## src/rtl/cv32e40p_x_resp_copro.sv

```systemverilog
// Coprocessor responder for the core's X offload interface: decodes custom-0 ops, queues results, returns them in order.
// Optional macro X_RESP_ILLEGAL_ERR_EN: accept funct3 110/111 and answer them with an error response.
`timescale 1ns/1ps
module cv32e40p_x_resp_copro #(
  parameter int         DEPTH   = 4,
  parameter int         LATENCY = 2,
  parameter logic [6:0] OPCODE  = 7'h0B
) (
  input  logic             clk_i,
  input  logic             rst_ni,
  input  logic             x_valid_i,
  output logic             x_ready_o,
  input  logic [31:0]      x_instr_data_i,
  input  logic [2:0][31:0] x_rs_i,
  input  logic [2:0]       x_rs_valid_i,
  input  logic             x_rd_clean_i,
  output logic             x_accept_o,
  output logic             x_is_mem_op_o,
  output logic             x_writeback_o,
  output logic             x_rvalid_o,
  input  logic             x_rready_i,
  output logic [4:0]       x_rd_o,
  output logic [31:0]      x_data_o,
  output logic             x_dualwb_o,
  output logic             x_type_o,
  output logic             x_error_o
);

  localparam int PW = $clog2(DEPTH);
  localparam int CW = PW + 1;
  localparam logic [3:0] TIMER_INIT = 4'(LATENCY - 1);

  logic [6:0]  opcode;
  logic [2:0]  f3;
  logic [4:0]  rd;
  logic [31:0] rs1, rs2, rs3, result;
  logic        illegal, hit, err, need_rs3, ops_ok;
  logic        full, empty, push, pop;
  logic [PW-1:0] wptr, rptr;
  logic [CW-1:0] count;

  logic [4:0]  rd_q    [DEPTH];
  logic [31:0] data_q  [DEPTH];
  logic        err_q   [DEPTH];
  logic [3:0]  timer_q [DEPTH];

  logic unused;
  assign unused = ^x_instr_data_i[31:15];

  assign opcode = x_instr_data_i[6:0];
  assign rd     = x_instr_data_i[11:7];
  assign f3     = x_instr_data_i[14:12];
  assign rs1    = x_rs_i[0];
  assign rs2    = x_rs_i[1];
  assign rs3    = x_rs_i[2];

  always_comb begin
    result  = '0;
    illegal = 1'b0;
    case (f3)
      3'b000:  result = rs1 + rs2;
      3'b001:  result = rs1 - rs2;
      3'b010:  result = rs1 ^ rs2;
      3'b011:  result = ($signed(rs1) < $signed(rs2)) ? rs1 : rs2;
      3'b100:  result = (rs1 > rs2) ? rs1 : rs2;
      3'b101:  result = (rs1 * rs2) + rs3;
      default: illegal = 1'b1;
    endcase
  end

`ifdef X_RESP_ILLEGAL_ERR_EN
  assign hit = (opcode == OPCODE);
  assign err = illegal;
`else
  assign hit = (opcode == OPCODE) && !illegal;
  assign err = 1'b0;
`endif

  assign need_rs3 = (f3 == 3'b101);
  assign ops_ok   = x_rs_valid_i[0] && x_rs_valid_i[1] && (!need_rs3 || x_rs_valid_i[2]);

  // full looks only at the registered count, so a same-cycle pop never frees a slot early
  assign full  = (count == CW'(DEPTH));
  assign empty = (count == '0);

  assign x_ready_o     = hit ? (!full && ops_ok && x_rd_clean_i) : 1'b1;
  assign x_accept_o    = hit;
  assign x_writeback_o = hit;
  assign x_is_mem_op_o = 1'b0;
  assign x_dualwb_o    = 1'b0;
  assign x_type_o      = 1'b0;

  assign push = x_valid_i && x_ready_o && hit;

  assign x_rvalid_o = !empty && (timer_q[rptr] == 4'd0);
  assign pop        = x_rvalid_o && x_rready_i;

  assign x_rd_o    = empty ? 5'd0  : rd_q[rptr];
  assign x_data_o  = empty ? 32'd0 : data_q[rptr];
  assign x_error_o = empty ? 1'b0  : err_q[rptr];

  always_ff @(posedge clk_i) begin
    if (!rst_ni) begin
      wptr  <= '0;
      rptr  <= '0;
      count <= '0;
      for (int i = 0; i < DEPTH; i++) begin
        rd_q[i]    <= '0;
        data_q[i]  <= '0;
        err_q[i]   <= 1'b0;
        timer_q[i] <= '0;
      end
    end else begin
      for (int i = 0; i < DEPTH; i++) begin
        if (timer_q[i] != 4'd0) timer_q[i] <= timer_q[i] - 4'd1;
      end
      // the push write below overrides the decrement of the slot it lands in
      if (push) begin
        rd_q[wptr]    <= rd;
        data_q[wptr]  <= err ? 32'd0 : result;
        err_q[wptr]   <= err;
        timer_q[wptr] <= TIMER_INIT;
        wptr          <= wptr + PW'(1);
      end
      if (pop) rptr <= rptr + PW'(1);
      case ({push, pop})
        2'b10:   count <= count + CW'(1);
        2'b01:   count <= count - CW'(1);
        default: count <= count;
      endcase
    end
  end

endmodule
```

## config.mk

```make
export PLATFORM = sky130hd
export DESIGN_NAME = cv32e40p_x_resp_copro
export DESIGN_NICKNAME = d
export VERILOG_FILES = /design/src/rtl/cv32e40p_x_resp_copro.sv
export SDC_FILE = /design/constraint.sdc
export NUM_CORES = 2
export LEC_CHECK = 0
export CELL_PAD_IN_SITES_DETAIL_PLACEMENT = 2
export CELL_PAD_IN_SITES_GLOBAL_PLACEMENT = 2
export CORE_UTILIZATION = 40
export DETAILED_ROUTE_END_ITERATION = 8
export PLACE_DENSITY = 0.85
export SYNTH_ARGS = -nofsm -noshare
export SYNTH_HDL_FRONTEND = slang
export SYNTH_SLANG_ARGS = --single-unit
```

## constraint.sdc

```tcl
create_clock -name clk_i -period 11.1 [get_ports clk_i]
set_input_delay 2.22 -clock clk_i [delete_from_list [all_inputs] [get_ports clk_i]]
set_output_delay 2.22 -clock clk_i [all_outputs]
set_load 0.1 [all_outputs]
```

==> flow_summary.yaml <==
timing:
  hold_viol: 0
  clock.fmax_mhz: 92.7
  skew_ns: 0.0162
  rsz0062_at_grt: "no"
  post-route-period-util_pct: 97.2
  final.setup.worst_slack_ns: 0.312
  tightest_slew_ns: 1.23
  setup_viol: 0
  slew_viol_final: 0
  final.min_clock_period_ns: 10.79
  relSlewSlack_pct: 17.8
place:
  port_buffers: 159
  dp_worst_setup_slack_ns: -0.251
  place_hpwl_mm: 110
  gp_congestion: 0.967
  placed_cells: 4362
cells_and_area:
  layout-drive-gt1-share_pct: 7.28
  num-fill-cells: 7867
  nets: 4195
  layout_common_cells: "inv_1 (579), fa_1 (441), and2_1 (303), nand2_1 (287), nor2_1 (228)"
  final_common_cell: "inv_1"
  stdcell_count: 4395
  syn_to_final_growth_pct: 12.7
critical_path:
  cp.arrival_ns: 10.97
  setup.worst_path.class: "in2reg"
  critPathLaunchType: "input pin"
  crit_required_ns: 11.28
  crit_fanout: 10
  end_kind: "register"
min_path:
  hp-class: "reg2reg"
die:
  rows: 99
  chipHeight_microns: 275
  fp.coreArea_sq_mm: 0.0733
  io_pins: 181
  die_area_sq_mm: 0.0755
  initial_core_util_pct: 40.6
  die-width_microns: 275
synth:
  yosys_warnings: 0
  synth-async-reset-ratio_pct: 0
  yosysSeqAreaShare_pct: 16.6
  synth.distinct_cells: 91
  syn_avg_cell_area_sq_um: 9.05
  ys_seq_elements: 173
  yosys-top-cells-area: "fa_1 (30%), edfxtp_1 (15%), ha_1 (8.2%), inv_1 (7.3%), and2_1 (6.4%)"
  yosys_most_used_dff: "edfxtp_1"
  synth_edf_count: 148
  syn_inst: 3291
  synth_area_leader_cell: "fa_1"
  netlist.area_leader.share_pct: 29.6
  synth_area_sq_mm: 0.0298
clocking:
  cts_buffer_depth: 2
  clock_latency_ns: 0.46
  cts_resized: 0
  cts_setup_buffers: 0
  clockRootBuffer: "clkbuf_16"
  cts_tree: "yes"
  cts_hold_buf: 0
  cts_sinks: 173
  cts_htree_levels: 4
  cts_buffers: 17
  clkTransAtPathRegs_ns: 0.08
global_routing:
  grt_pass1_wl_mm: 200
  gr-total-overflow: 0
  grt_pass1_vias: 30400
  grt_max_degree: 42
  antenna_found_initial: 8
  grt.total_usage_pct: 36.4
drt:
  ant_nets: 0
  dr.pass1.iters: 8
  route.detailed.drc: 20
  num_vias: 26000
  post_drt_wl_per_cell_microns: 30.9
  finalWirelength_mm: 136
  routed_via_density: 5.92
  drtIter0Drc: 1838
run:
  cap_violations: 0
outcome:
  run_status: "complete, but fails checks"
  violations: "DRC"
==> kinds of logic after synthesis <==
family	Yosys count	share of synthesized area [%]
and+or+nand+nor	1048	17.5
AOI/OAI and AO/OA	480	10.9
buffers and inverters	769	9.81
adders and majority gates	637	37.9
DFF	173	16.6
xor gates and xnor gates	111	3.31
muxes	72	3.99
other	1	0.0126
==> area by class of cell <==
type	instances	area (sq um)	area share [%]
diodes	1	2.50	0.00745
clock buffers	17	425	1.27
clock inverters	15	155	0.462
inverters	585	2200	6.54
multi-input cells	2352	22000	65.4
flip-flops and latches	173	4950	14.7
well taps	959	1200	3.57
repair buffers	293	2680	7.98
==> Yosys cell counts, types with 11 or more instances <==
| library cell | instances |
|---|---|
| nor2_1 | 229 |
| clkbuf_1 | 161 |
| nand2b_1 | 11 |
| a211oi_1 | 30 |
| o21a_1 | 22 |
| fa_1 | 441 |
| dfxtp_1 | 25 |
| o21ai_1 | 19 |
| nand2_1 | 288 |
| nor2b_1 | 47 |
| inv_1 | 579 |
| o21ai_0 | 63 |
| ha_1 | 196 |
| o31a_1 | 11 |
| or3_1 | 14 |
| edfxtp_1 | 148 |
| nor3_1 | 46 |
| a31oi_1 | 18 |
| o211ai_1 | 11 |
| o31ai_1 | 17 |
| xor2_1 | 27 |
| mux4_2 | 37 |
| and3_1 | 17 |
| nand3_1 | 45 |
| and2_1 | 303 |
| xnor2_1 | 83 |
| a21oi_1 | 135 |
| a211o_1 | 12 |
| mux2i_1 | 31 |
| o22ai_1 | 12 |
| a21o_1 | 26 |
==> per-stage QoR <==
stage                     instance area [sq um]  hold WS [ns]  utilization, %  TNS, ns
after floorplan                           29800         0.470               -        0
after CTS                                 33600         0.557            45.8        0
after global routing                      33600         0.587            45.8        0
after global placement                    33000         0.482            45.0        0
final                                     33600         0.557            45.8        0
after detailed placement                  33000         0.547            45.0   -0.884
==> path summary, 6_finish.rpt <==
kind / startpoint / to / slack, ns / cells past startpoint
setup reg to reg: count[0]$_SDFFE_PN0P_ / data_q[2][21]$_SDFFCE_PN0P_ / 6.68 / 7
hold reg to reg: timer_q[2][1]$_SDFFE_PP0P_ / timer_q[2][1]$_SDFFE_PP0P_ / 0.56 / 2
setup / recovery: x_rs_i[5] / data_q[1][20]$_SDFFCE_PN0P_ / 0.31 / 27
hold / removal: timer_q[2][1]$_SDFFE_PP0P_ / timer_q[2][1]$_SDFFE_PP0P_ / 0.56 / 2
==> state kept, by name, indices dropped and copies added (netlist names), named ones only <==
| name | cells |
|---|---|
| wptr | 2 |
| count | 3 |
| timer_q | 16 |
| data_q | 128 |
| rd_q | 20 |
| rptr | 2 |
==> critical path, stage by stage <==
cell	delay (ns)
clkdlybuf4s50_1	0.93
buf_4	0.46
and2_1	0.19
fa_1	0.41
fa_1	0.55
fa_1	0.69
inv_1	0.11
fa_1	0.54
inv_1	0.05
ha_1	0.26
ha_1	0.33
fa_1	0.51
inv_1	0.05
fa_1	0.50
inv_1	0.06
ha_1	0.37
nand2_1	0.10
nor3_1	0.34
a211oi_1	0.14
buf_4	0.20
o31ai_1	0.55
a31oi_1	0.24
xor2_1	0.22
nor2_1	0.13
nor4_2	0.50
buf_4	0.22
nor2_1	0.06
==> metal layers <==
metal	global-route usage [%]	wire (microns)	vias to the layer above
met5	0	52	-
met4	17.7	7240	8
met3	6.37	8540	411
met2	64.4	68600	1018
met1	42.5	51500	13800
li1	-	-	10800
Power is not shown: default switching activity piles up to over one toggle a cycle in this logic, so the estimate is an artifact.
